## config.mk

```make
export PLATFORM = sky130hd
export DESIGN_NAME = proj_idx_serializer_flat
export DESIGN_NICKNAME = d
export VERILOG_FILES = /design/src/rtl/proj_pkg.sv /design/src/rtl/proj_idx_serializer_if.sv /design/src/rtl/proj_rise_detect.sv /design/src/rtl/proj_idx_serializer.sv /design/src/flat_wrapper.sv
export SDC_FILE = /design/constraint.sdc
export NUM_CORES = 1
export LEC_CHECK = 0
export CAP_MARGIN = 20
export CORE_MARGIN = 5
export CORE_UTILIZATION = 46
export CTS_CLUSTER_SIZE = 40
export DETAILED_ROUTE_END_ITERATION = 8
export HOLD_SLACK_MARGIN = 0.08
export PLACE_DENSITY = 0.79
export SLEW_MARGIN = 20
export SYNTH_ARGS = -nofsm -noshare
export SYNTH_HDL_FRONTEND = slang
export SYNTH_SLANG_ARGS = --single-unit
```

## constraint.sdc

```tcl
create_clock -name clk -period 1.8 [get_ports clk]
set_clock_uncertainty 0.1 [all_clocks]
set_input_delay 0.27 -clock clk [delete_from_list [all_inputs] [get_ports clk]]
set_output_delay 0.27 -clock clk [all_outputs]
set_load 0.01 [all_outputs]
```

## src/rtl/proj_pkg.sv

```systemverilog
// Project-wide constants and types shared by the sorter/serializer/extender chain.
package proj_pkg;

    localparam int unsigned SORTER_EXTENDER_INDICES_COUNT = 4;
    localparam int unsigned INDICE_LEN                    = 8;
    localparam int unsigned SORTER_POSITION_LEN           = 2;

    typedef enum logic {SER_IDLE, SER_SEND} serializer_state_t;

    typedef logic [INDICE_LEN-1:0] index_t;

endpackage

```

## src/rtl/proj_idx_serializer_if.sv

```systemverilog
// Serial index stream from the serializer toward the extender (valid/ready).
interface proj_idx_serializer_if
    import proj_pkg::*;
#(
    parameter int unsigned INDICE_LEN   = proj_pkg::INDICE_LEN,
    parameter int unsigned POSITION_LEN = SORTER_POSITION_LEN
);

    logic [INDICE_LEN-1:0]   out_index;
    logic [POSITION_LEN-1:0] out_position;
    logic                    out_valid;
    logic                    out_last;
    logic                    out_ready;

    modport master (
        output out_index,
        output out_position,
        output out_valid,
        output out_last,
        input  out_ready
    );

    modport slave (
        input  out_index,
        input  out_position,
        input  out_valid,
        input  out_last,
        output out_ready
    );

endinterface

```

## src/rtl/proj_rise_detect.sv

```systemverilog
// Registered rising-edge detector for level strobes (sort_valid, end_sorting).
module proj_rise_detect (
    input  logic clk,
    input  logic rst,
    input  logic i_level,
    output logic o_rise
);

    logic r_prev;

    // Remember last cycle's level so a held-high strobe yields one event.
    always_ff @(posedge clk or posedge rst) begin
        if (rst) r_prev <= 1'b0;
        else     r_prev <= i_level;
    end

    assign o_rise = i_level & ~r_prev;

endmodule

```

## src/rtl/proj_idx_serializer.sv

```systemverilog
// Captures the sorter's parallel K-smallest index vector on the rising edge of
// in_sort_valid and streams it out slot 0 first over a valid/ready interface.
// Optional: PROJ_IDX_SERIALIZER_DOUBLE_BUF_EN adds a pending bank so a result
// arriving mid-stream is queued instead of dropped.
module proj_idx_serializer
    import proj_pkg::*;
#(
    parameter int unsigned INDICES_COUNT = SORTER_EXTENDER_INDICES_COUNT,
    parameter int unsigned INDICE_LEN    = proj_pkg::INDICE_LEN,
    parameter int unsigned POSITION_LEN  = SORTER_POSITION_LEN
) (
    input  logic                                    clk,
    input  logic                                    rst,
    input  logic [INDICES_COUNT-1:0][INDICE_LEN-1:0] in_smallest_idx,
    input  logic                                    in_sort_valid,
    proj_idx_serializer_if.master                   out_if,
    output logic                                    busy,
    output logic                                    overflow,
    input  logic                                    clr_overflow
);

    typedef logic [INDICES_COUNT-1:0][INDICE_LEN-1:0] bank_t;

    localparam logic [POSITION_LEN-1:0] LAST_SLOT = POSITION_LEN'(INDICES_COUNT - 1);

    serializer_state_t       r_state, w_state_nxt;
    logic [POSITION_LEN-1:0] r_slot,  w_slot_nxt;
    bank_t                   r_bank,  w_bank_nxt;
    logic                    r_overflow;
    logic                    w_overflow_nxt;
    logic                    w_ovf_set;
    logic                    w_rise;
    logic                    w_send;
    logic                    w_hs;
    logic                    w_final;
`ifdef PROJ_IDX_SERIALIZER_DOUBLE_BUF_EN
    bank_t                   r_pend,     w_pend_nxt;
    logic                    r_pend_vld, w_pend_vld_nxt;
`endif

    proj_rise_detect u_rise (
        .clk     (clk),
        .rst     (rst),
        .i_level (in_sort_valid),
        .o_rise  (w_rise)
    );

    assign w_send  = (r_state == SER_SEND);
    assign w_hs    = w_send & out_if.out_ready;
    assign w_final = w_hs & (r_slot == LAST_SLOT);

    // State, slot, bank and sticky overflow registers.
    always_ff @(posedge clk or posedge rst) begin
        if (rst) begin
            r_state    <= SER_IDLE;
            r_slot     <= '0;
            r_bank     <= '0;
            r_overflow <= 1'b0;
`ifdef PROJ_IDX_SERIALIZER_DOUBLE_BUF_EN
            r_pend     <= '0;
            r_pend_vld <= 1'b0;
`endif
        end else begin
            r_state    <= w_state_nxt;
            r_slot     <= w_slot_nxt;
            r_bank     <= w_bank_nxt;
            r_overflow <= w_overflow_nxt;
`ifdef PROJ_IDX_SERIALIZER_DOUBLE_BUF_EN
            r_pend     <= w_pend_nxt;
            r_pend_vld <= w_pend_vld_nxt;
`endif
        end
    end

    // Next-state: capture on edge, advance on handshake, reload on final handshake.
    always_comb begin
        w_state_nxt = r_state;
        w_slot_nxt  = r_slot;
        w_bank_nxt  = r_bank;
        w_ovf_set   = 1'b0;
`ifdef PROJ_IDX_SERIALIZER_DOUBLE_BUF_EN
        w_pend_nxt     = r_pend;
        w_pend_vld_nxt = r_pend_vld;
`endif
        case (r_state)
            SER_IDLE: begin
                if (w_rise) begin
                    w_bank_nxt  = in_smallest_idx;
                    w_slot_nxt  = '0;
                    w_state_nxt = SER_SEND;
                end
            end
            SER_SEND: begin
                if (w_final) begin
                    w_slot_nxt = '0;
`ifdef PROJ_IDX_SERIALIZER_DOUBLE_BUF_EN
                    // Pending vector goes first; a coincident edge refills pending.
                    if (r_pend_vld) begin
                        w_bank_nxt     = r_pend;
                        w_pend_nxt     = in_smallest_idx;
                        w_pend_vld_nxt = w_rise;
                    end else if (w_rise) begin
                        w_bank_nxt = in_smallest_idx;
                    end else begin
                        w_state_nxt = SER_IDLE;
                    end
`else
                    if (w_rise) w_bank_nxt  = in_smallest_idx;
                    else        w_state_nxt = SER_IDLE;
`endif
                end else begin
                    if (w_hs) w_slot_nxt = r_slot + POSITION_LEN'(1);
                    if (w_rise) begin
`ifdef PROJ_IDX_SERIALIZER_DOUBLE_BUF_EN
                        if (!r_pend_vld) begin
                            w_pend_nxt     = in_smallest_idx;
                            w_pend_vld_nxt = 1'b1;
                        end else begin
                            w_ovf_set = 1'b1;
                        end
`else
                        w_ovf_set = 1'b1;
`endif
                    end
                end
            end
            default: w_state_nxt = SER_IDLE;
        endcase
        // Set has priority over a same-cycle clear.
        w_overflow_nxt = w_ovf_set | (r_overflow & ~clr_overflow);
    end

    assign out_if.out_valid    = w_send;
    assign out_if.out_index    = w_send ? r_bank[r_slot] : '0;
    assign out_if.out_position = w_send ? r_slot : '0;
    assign out_if.out_last     = w_send & (r_slot == LAST_SLOT);
    assign overflow            = r_overflow;
`ifdef PROJ_IDX_SERIALIZER_DOUBLE_BUF_EN
    assign busy = w_send | r_pend_vld;
`else
    assign busy = w_send;
`endif

endmodule

```

## src/flat_wrapper.sv

```systemverilog
// flat-port wrapper written by rule: the top's interface ports become plain ports
module proj_idx_serializer_flat import proj_pkg::*;
#(
    parameter int unsigned INDICES_COUNT = SORTER_EXTENDER_INDICES_COUNT,
    parameter int unsigned INDICE_LEN    = proj_pkg::INDICE_LEN,
    parameter int unsigned POSITION_LEN  = SORTER_POSITION_LEN
)
  (clk, rst, in_smallest_idx, in_sort_valid, busy, overflow, clr_overflow, out_if_out_index, out_if_out_position, out_if_out_valid, out_if_out_last, out_if_out_ready);
  proj_idx_serializer_if #(.INDICE_LEN(INDICE_LEN), .POSITION_LEN(POSITION_LEN)) out_if_i ();
  input  logic clk;
  input  logic rst;
  input  logic [INDICES_COUNT-1:0][INDICE_LEN-1:0] in_smallest_idx;
  input  logic in_sort_valid;
  output logic busy;
  output logic overflow;
  input  logic clr_overflow;
  output wire logic [$bits(out_if_i.out_index)-1:0] out_if_out_index;
  output wire logic [$bits(out_if_i.out_position)-1:0] out_if_out_position;
  output wire logic [$bits(out_if_i.out_valid)-1:0] out_if_out_valid;
  output wire logic [$bits(out_if_i.out_last)-1:0] out_if_out_last;
  input wire logic [$bits(out_if_i.out_ready)-1:0] out_if_out_ready;
  assign out_if_out_index = out_if_i.out_index;
  assign out_if_out_position = out_if_i.out_position;
  assign out_if_out_valid = out_if_i.out_valid;
  assign out_if_out_last = out_if_i.out_last;
  assign out_if_i.out_ready = out_if_out_ready;
  proj_idx_serializer #(.INDICES_COUNT(INDICES_COUNT), .INDICE_LEN(INDICE_LEN), .POSITION_LEN(POSITION_LEN)) u_core (.clk(clk), .rst(rst), .in_smallest_idx(in_smallest_idx), .in_sort_valid(in_sort_valid), .out_if(out_if_i), .busy(busy), .overflow(overflow), .clr_overflow(clr_overflow));
endmodule
```

==> metrics.log, run 1 <==
[metrics] result of the run: finished, violations left
[metrics] violations in the final reports: setup timing
[metrics] total routing usage reported by global routing: 17.0%
[metrics] DRC violation count after routing: 0
[metrics] Post-CTS Hold Buffers: 0
[metrics] Pwr Total: approximately 4.2 mW
[metrics] net total in the final layout: 226
[metrics] highest clock rate: 0.546 GHz
[metrics] slew at the pin closest to its max-slew limit: roughly 0.47 ns
[metrics] final critical path time including I/O delays and setup: around 1.8 ns
[metrics] Final setup viols: 3
[metrics] total congestion overflow: 0
[metrics] Syn Inst Count: around 120
[metrics] Switch Pwr: 1.36 mW
[metrics] clock insertion delay at the later pin of the skew report: between 0.2 and 0.3 ns
[metrics] worst setup margin: -0.0313 ns
[metrics] weighted congestion reported at the end of routability-driven placement: ~0.78
[metrics] power per standard cell area: 1660 nW/um2
[metrics] Syn Std Cell Area: roughly 1700 um2
[metrics] sequential share of the synthesized area: between 50% and 60%
[metrics] Worst-path clk slew: 0.07 ns
[metrics] Post-Synthesis Mean Instance Area: 13.9 um2
[metrics] TritonCTS Sinks: 37
[metrics] Routed WL: approximately 4000 um
[metrics] number of nets with antenna violations after detailed routing: 0
[metrics] Internal Dissipation: between 2 and 3 mW
[metrics] number of global-route vias before repair: about 1300
[metrics] Reg-to-Reg End: u_core.r_bank[1]$_DFFE_PP0P_
[metrics] share of cells above drive strength 1: 37.6%
[metrics] maxcap violations: 0
[metrics] Crit Path Max Fanout: 5
[metrics] Hold Fails Final Rpt: 0
[metrics] antenna cells: 0
[metrics] area added between synthesis and finish: 49.0%
[metrics] synthesized netlist net count: roughly 160
[metrics] portion of total power attributed to sequential cells: roughly a third
[metrics] Slew HR: about 69%
[metrics] y dimension of the die: between 70 and 80 um
[metrics] Hold Path Class: in2async
[metrics] maximum buffer depth of the clock tree: 2
[metrics] number of primary I/O pins: 51
[metrics] Row Count: 22
[metrics] Finished Core Util: a little over two thirds
[metrics] clock share of power: 17.5%
[metrics] ys async rst share: 100%
[metrics] Initial Utilization: 46.8%
[metrics] sequential cell area: roughly 900 um2
[metrics] fill cell total of the finished layout: 262
[metrics] pins over their slew limit: 0
[metrics] maximum vdd ir drop: ~0.0010 V
[metrics] R2R Setup Slk: 0 ns
[metrics] area of the multi-input gates: 707 um2
[metrics] die area: 4980 um2
[metrics] combinational fraction of design power: between 40 and 50%
[metrics] Req. time, crit path: ~1.4 ns
[metrics] routed wirelength normalized by instance count: roughly 17 um
[metrics] horizontal die dimension: ~70 um
[metrics] Initial DRT Pass Iterations: 4
[metrics] clock buffers created by TritonCTS: 5
[metrics] Post-synth top flop: sky130_fd_sc_hd__dfrtp_1
[metrics] RSZ-0062 raised after global routing: yes
[metrics] Critical Path Sink Type: output pin
[metrics] DR vias/cell: between 5 and 6
[metrics] portion of the clock cycle consumed by the worst path in the final layout: 102%
[metrics] number of warnings issued by yosys: 0
[metrics] most common cell after layout, fill and taps aside: sky130_fd_sc_hd__clkdlybuf4s50_1
[metrics] antenna violations before repair: 0
[metrics] Leakage: between 1 and 1.5 nW
[metrics] Max H-tree Level: 2
[metrics] worst setup path endpoint: out_if_out_index[6]
[metrics] critical path type: reg2out
[metrics] clock tree from TritonCTS: done
[metrics] commonest cells after routing, fill and taps aside: sky130_fd_sc_hd__clkdlybuf4s50_1, sky130_fd_sc_hd__dfrtp_1, sky130_fd_sc_hd__mux2_2, sky130_fd_sc_hd__mux2i_1, sky130_fd_sc_hd__o22ai_1
[metrics] Sw Ratio: between 30% and 40%
[metrics] worst hold-check slack: approximately 0.28 ns
[metrics] CP startpoint kind: flop
[metrics] clock tree root buffer cell: sky130_fd_sc_hd__clkbuf_8
[metrics] flip-flop and latch count after synthesis: 37
[metrics] r2r worst-path depth: 7
[metrics] Reg2Reg Launch Point: u_core.r_slot[1]$_DFFE_PP0P_
[metrics] number of unique standard cell types used by synthesis: 19
[metrics] first-pass GRT wire length: 6590 um
[metrics] startpoint of the most critical setup path: u_core.r_slot[1]$_DFFE_PP0P_
[metrics] count of port buffers added during placement: 50
[metrics] data arrival time of the critical path: around 1.5 ns
[metrics] EDFF count, synth: 0
[metrics] core region area: around 3600 um2
[metrics] pin count of the biggest net entering global routing: 38
[metrics] initial DRC count: 37
[metrics] post-detail-place hpwl: roughly 2900 um
[metrics] detailed-route via count: around 1200
power groups by stage:
| stage | clock network, mW | logic [mW] | registers [mW] |
|---|---|---|---|
| after floorplan | 0 | 1.15 | 1.40 |
| after global placement | 0 | 1.89 | 1.43 |
| after detailed placement | 0 | 1.94 | 1.47 |
| after CTS | 0.746 | 1.90 | 1.47 |
| after global routing | 0.791 | 2.12 | 1.51 |
| final | 0.727 | 1.97 | 1.47 |
through the flow:
step / worst slack [ns] / std cells / instance area, um2 / TNS, ns
5_1_grt: -0.0870 / 237 / 2510 / -1.48
3_3_place_gp: -0.0605 / 221 / 2300 / -1.18
3_5_place_dp: -0.0627 / 221 / 2300 / -1.91
2_1_floorplan: 0.244 / 121 / 1690 / 0
4_1_cts: -0.0359 / 233 / 2440 / -0.115
6_report: -0.0313 / 237 / 2510 / -0.0435
how the worst min path moves through the flow:
stage	to	cells after the start	start	slack [ns]
2_1_floorplan	u_core.u_rise.r_prev$_DFF_PP0_	0	in_sort_valid	0.20
3_3_place_gp	u_core.r_bank[31]$_DFFE_PP0P_	1	u_core.r_bank[31]$_DFFE_PP0P_	0.37
3_5_place_dp	u_core.r_bank[3]$_DFFE_PP0P_	1	u_core.r_bank[3]$_DFFE_PP0P_	0.39
4_1_cts	u_core.u_rise.r_prev$_DFF_PP0_	3	rst	0.29
5_1_grt	u_core.u_rise.r_prev$_DFF_PP0_	3	rst	0.34
6_report	u_core.u_rise.r_prev$_DFF_PP0_	3	rst	0.28
area by class of cell:
| cell class | instances | share of cell area (%) |
|---|---|---|
| inverters | 3 | 0.448 |
| repair buffers | 68 | 27.6 |
| clock buffers | 7 | 3.43 |
| multi-input cells | 73 | 28.1 |
| well taps | 48 | 2.39 |
| clock inverters | 1 | 1.19 |
| flip-flops and latches | 37 | 36.9 |
worst max-delay path, cell delays in order, from the launching register on:
cell                      delay, ns
sky130_fd_sc_hd__dfrtp_1       0.42
sky130_fd_sc_hd__buf_12        0.15
sky130_fd_sc_hd__buf_4         0.13
sky130_fd_sc_hd__mux2i_2       0.15
sky130_fd_sc_hd__o22ai_1       0.15
sky130_fd_sc_hd__buf_2         0.16
flip-flops by register name, indices dropped and copies added, names as in the netlist:
name                  cells
u_core.busy               1
u_core.overflow           1
u_core.r_bank            32
u_core.r_slot             2
u_core.u_rise.r_prev      1
synthesized netlist by cell type (2+ instances only):
cell	number	share of area, %
sky130_fd_sc_hd__mux2_2	30	20
sky130_fd_sc_hd__o211ai_1	2	0.89
sky130_fd_sc_hd__mux2_1	2	1.3
sky130_fd_sc_hd__inv_1	3	0.67
sky130_fd_sc_hd__and2_1	2	0.74
sky130_fd_sc_hd__nand2_1	6	1.3
sky130_fd_sc_hd__buf_4	3	1.3
sky130_fd_sc_hd__mux2i_1	16	9.5
sky130_fd_sc_hd__o22ai_1	9	3.3
sky130_fd_sc_hd__dfrtp_1	37	55
sky130_fd_sc_hd__buf_6	3	2.0
kinds of logic (layout without fill, tap and decap cells):
logic type	count (synthesis)	after routing	synth area share (%)
AO/OA/AOI/OAI	13	13	5.49
flip-flops	37	37	54.9
multiplexers	48	48	30.8
adder cells (fa/ha/maj)	1	1	0.741
AND/OR/NAND/NOR	11	11	3.56
buffers and inverters	11	79	4.52
repair_timing:
action                                  CTS  global route
endpoints found under the setup margin   43            43
gates cloned                              0             2
gates resized for setup                  39             9
pin swaps                                 2             2
buffers inserted                          4             2
metal layers:
| metal | track usage, % | wire length, um | up-vias | part of all wire, % |
|---|---|---|---|---|
| li1 | - | - | 565 | - |
| met1 | 20.4 | 1680 | 591 | 41 |
| met2 | 29.7 | 2200 | 34 | 54 |
| met3 | 5.54 | 178 | 5 | 4.3 |
| met4 | 4.38 | 45 | 0 | 1.1 |
| met5 | 0 | 0 | - | 0 |
(Power assumes the default switching activity.)
==> run 2, diff against run 1 <==
--- a/config.mk
+++ b/config.mk
@@ -7,11 +7,12 @@
 export LEC_CHECK = 0
 export CAP_MARGIN = 20
 export CORE_MARGIN = 5
-export CORE_UTILIZATION = 46
+export CORE_UTILIZATION = 48
+export CTS_BUF_LIST = sky130_fd_sc_hd__clkbuf_8
 export CTS_CLUSTER_SIZE = 40
 export DETAILED_ROUTE_END_ITERATION = 8
 export HOLD_SLACK_MARGIN = 0.08
-export PLACE_DENSITY = 0.79
+export PLACE_DENSITY_LB_ADDON = 0.2
 export SLEW_MARGIN = 20
 export SYNTH_ARGS = -nofsm -noshare
 export SYNTH_HDL_FRONTEND = slang
==> constraint.sdc (replaced) <==
create_clock -name clk -period 2 [get_ports clk]
set_clock_uncertainty 0.1 [all_clocks]
set_input_delay 0.3 -clock clk [delete_from_list [all_inputs] [get_ports clk]]
set_output_delay 0.3 -clock clk [all_outputs]
set_load 0.01 [all_outputs]
==> run 2 against run 1 <==
  * The flow now finishes without violations
  * Critical path depth down 2
  * Clock-buffer cell count unchanged
  * Hold slack improved by 0.030 ns
  * Combinational power down 17%
  * Via count is 2.7% lower
  * Power is 15% lower
  * Wire length fell by 13%
  * Largest cell class unchanged
  * Highest routed layer unchanged
==> metrics.log, run 2 (synthesis gave the netlist of run 1 again) <==
[metrics] net total in the final layout: 215
[metrics] total congestion overflow: 0
[metrics] sum of negative setup slack: 0 ns
[metrics] clock tree root buffer cell: sky130_fd_sc_hd__clkbuf_8
[metrics] maximum buffer depth of the clock tree: 2
[metrics] commonest cells after routing, fill and taps aside: sky130_fd_sc_hd__clkdlybuf4s50_1, sky130_fd_sc_hd__dfrtp_1, sky130_fd_sc_hd__mux2_2, sky130_fd_sc_hd__mux2i_1
[metrics] detailed-route via count: ~1200
[metrics] Leakage: roughly 1.0 nW
[metrics] horizontal die dimension: approximately 70 um
[metrics] initial DRC count: 56
[metrics] antenna violations before repair: 0
[metrics] portion of the clock cycle consumed by the worst path in the final layout: a little over nine tenths
[metrics] post-detail-place hpwl: about 2700 um
[metrics] post-place instance area: approximately 2300 um2
[metrics] Slew HR: a little over two thirds
[metrics] Post-CTS Hold Buffers: 0
[metrics] pins over their slew limit: 0
[metrics] registers with the most flip-flops: u_core.r_bank (32), u_core.r_slot (2)
[metrics] DRC violation count after routing: 0
[metrics] wire length on met2: ~1800 um
[metrics] maximum vdd ir drop: between 0.0006 and 0.0007 V
[metrics] number of global-route vias before repair: roughly 1300
[metrics] clock buffers created by TritonCTS: 5
[metrics] Initial DRT Pass Iterations: 6
[metrics] DR WL met3: 249 um
[metrics] RSZ-0062 raised after global routing: no
[metrics] routed wirelength normalized by instance count: around 16 um
[metrics] final design area excluding fillers: ~2400 um2
[metrics] R2R Setup Slk: about 0.13 ns
[metrics] number of primary I/O pins: 51
[metrics] count of port buffers added during placement: 50
[metrics] DR vias/cell: 5.19
[metrics] Crit Path Max Fanout: 9
[metrics] register with the highest flop count: u_core.r_bank
[metrics] Max H-tree Level: 2
[metrics] pin count of the biggest net entering global routing: 38
[metrics] Hold Fails Final Rpt: 0
[metrics] Initial Utilization: ~50%
[metrics] number of nets with antenna violations after detailed routing: 0
[metrics] Worst-path clk slew: ~0.070 ns
[metrics] Reg-to-Reg End: u_core.r_bank[13]$_DFFE_PP0P_
[metrics] clock tree from TritonCTS: done
[metrics] clock insertion delay at the later pin of the skew report: between 0.2 and 0.3 ns
[metrics] total routing usage reported by global routing: approximately 16%
[metrics] slew at the pin closest to its max-slew limit: ~0.46 ns
[metrics] die area: between 4000 and 5000 um2
[metrics] r2r worst-path depth: 6
[metrics] wire length on met1: approximately 1400 um
[metrics] area added between synthesis and finish: 41.4%
[metrics] number of flip-flops in the largest register: 32
[metrics] Row Count: 21
[metrics] Critical Path Sink Type: output pin
[metrics] share of cells above drive strength 1: 29.2%
[metrics] uppermost routed layer: met4
[metrics] result of the run: complete, no violations
[metrics] data arrival time of the critical path: 1.54 ns
[metrics] first-pass GRT wire length: 6010 um
[metrics] Reg2Reg Launch Point: u_core.r_slot[1]$_DFFE_PP0P_
[metrics] weighted congestion reported at the end of routability-driven placement: between 0.7 and 0.8
[metrics] highest clock rate: approximately 0.52 GHz
[metrics] y dimension of the die: around 70 um
[metrics] Final setup viols: 0
[metrics] maxcap violations: 0
[metrics] power per standard cell area: between 1000 and 1500 nW/um2
[metrics] Hold Path Class: in2async
[metrics] final critical path time including I/O delays and setup: approximately 1.9 ns
[metrics] TritonCTS Sinks: 37
[metrics] Req. time, crit path: roughly 1.6 ns
[metrics] core region area: about 3400 um2
[metrics] Routed WL: roughly 3600 um
[metrics] most common cell after layout, fill and taps aside: sky130_fd_sc_hd__clkdlybuf4s50_1
[metrics] antenna cells: 0
[metrics] critical path type: reg2out
[metrics] CP startpoint kind: flop
-- run 2: cell types whose count changed in the layout (fill, tap and decap cells not counted), moves of 2 or more --
cell                              before  now
sky130_fd_sc_hd__clkbuf_16             2    0
sky130_fd_sc_hd__dlygate4sd2_1         1    9
sky130_fd_sc_hd__buf_6                 3    1
sky130_fd_sc_hd__clkbuf_2              3    0
sky130_fd_sc_hd__buf_2                 6    0
sky130_fd_sc_hd__buf_4                 8    3
sky130_fd_sc_hd__buf_12                4    2
sky130_fd_sc_hd__clkdlybuf4s50_1      39   41
-- run 2: critical path: stages (launching register included) --
cell	delay (ns)
sky130_fd_sc_hd__dfrtp_1	0.43
sky130_fd_sc_hd__nand2_2	0.18
sky130_fd_sc_hd__inv_1	0.10
sky130_fd_sc_hd__clkdlybuf4s50_1	0.54
-- run 2: power breakdown --
part	internal [mW]	leakage [nW]	switching (mW)
Clock	0.311	0.0542	0.253
Combinational	0.943	0.543	0.694
Sequential	1.11	0.442	0.220
-- run 2: layout make-up --
type | instances | area (um2)
multi-input cells | 73 | 712
clock inverters | 1 | 5.00
repair buffers | 57 | 578
flip-flops and latches | 37 | 927
clock buffers | 7 | 96.3
inverters | 3 | 11.3
well taps | 46 | 57.6
fillers | 273 | 976
-- run 2: per-layer routing --
metal  vias up  global-route usage (%)
met2        43                    27.1
met1       576                    18.2
met5         -                       0
met3         5                    6.09
li1        539                       -
met4         0                    4.56
-- run 2: timing repair --
item,4_1_cts,5_1_grt
cloned,0,0
setup endpoints to repair,10,2
resized for setup,16,3
setup buffers,0,1
-- run 2: through the flow --
| stage | power [mW] | worst slack (ns) | utilization, % | instances | hold slack (ns) |
|---|---|---|---|---|---|
| floorplan | 2.29 | 0.444 | - | 121 | 0.231 |
| global placement | 2.94 | 0.0930 | 66.9 | 215 | 0.368 |
| detailed placement | 3.00 | 0.0663 | 66.9 | 215 | 0.385 |
| CTS | 3.52 | 0.0382 | 70.3 | 223 | 0.322 |
| global route | 3.77 | 0.00302 | 71.0 | 224 | 0.355 |
| finish | 3.53 | 0.0643 | 71.0 | 224 | 0.310 |
-- run 2: worst max path at each step --
stage	start	slack, ns	end
2_1_floorplan	u_core.r_slot[0]$_DFFE_PP0P_	0.44	u_core.r_bank[0]$_DFFE_PP0P_
3_3_place_gp	u_core.r_slot[0]$_DFFE_PP0P_	0.09	out_if_out_index[0]
3_5_place_dp	out_if_out_ready	0.07	u_core.r_bank[13]$_DFFE_PP0P_
4_1_cts	u_core.busy$_DFF_PP0_	0.04	out_if_out_position[0]
5_1_grt	u_core.r_slot[0]$_DFFE_PP0P_	0.003	out_if_out_position[0]
6_report	u_core.r_slot[0]$_DFFE_PP0P_	0.06	out_if_out_position[0]
==> run 3, diff against run 2 <==
--- a/config.mk
+++ b/config.mk
@@ -13,7 +13,6 @@
 export DETAILED_ROUTE_END_ITERATION = 8
 export HOLD_SLACK_MARGIN = 0.08
 export PLACE_DENSITY_LB_ADDON = 0.2
-export SLEW_MARGIN = 20
 export SYNTH_ARGS = -nofsm -noshare
 export SYNTH_HDL_FRONTEND = slang
 export SYNTH_SLANG_ARGS = --single-unit
==> results of run 3 <==
Final layout, timing and power as in run 2 (identical DEF).
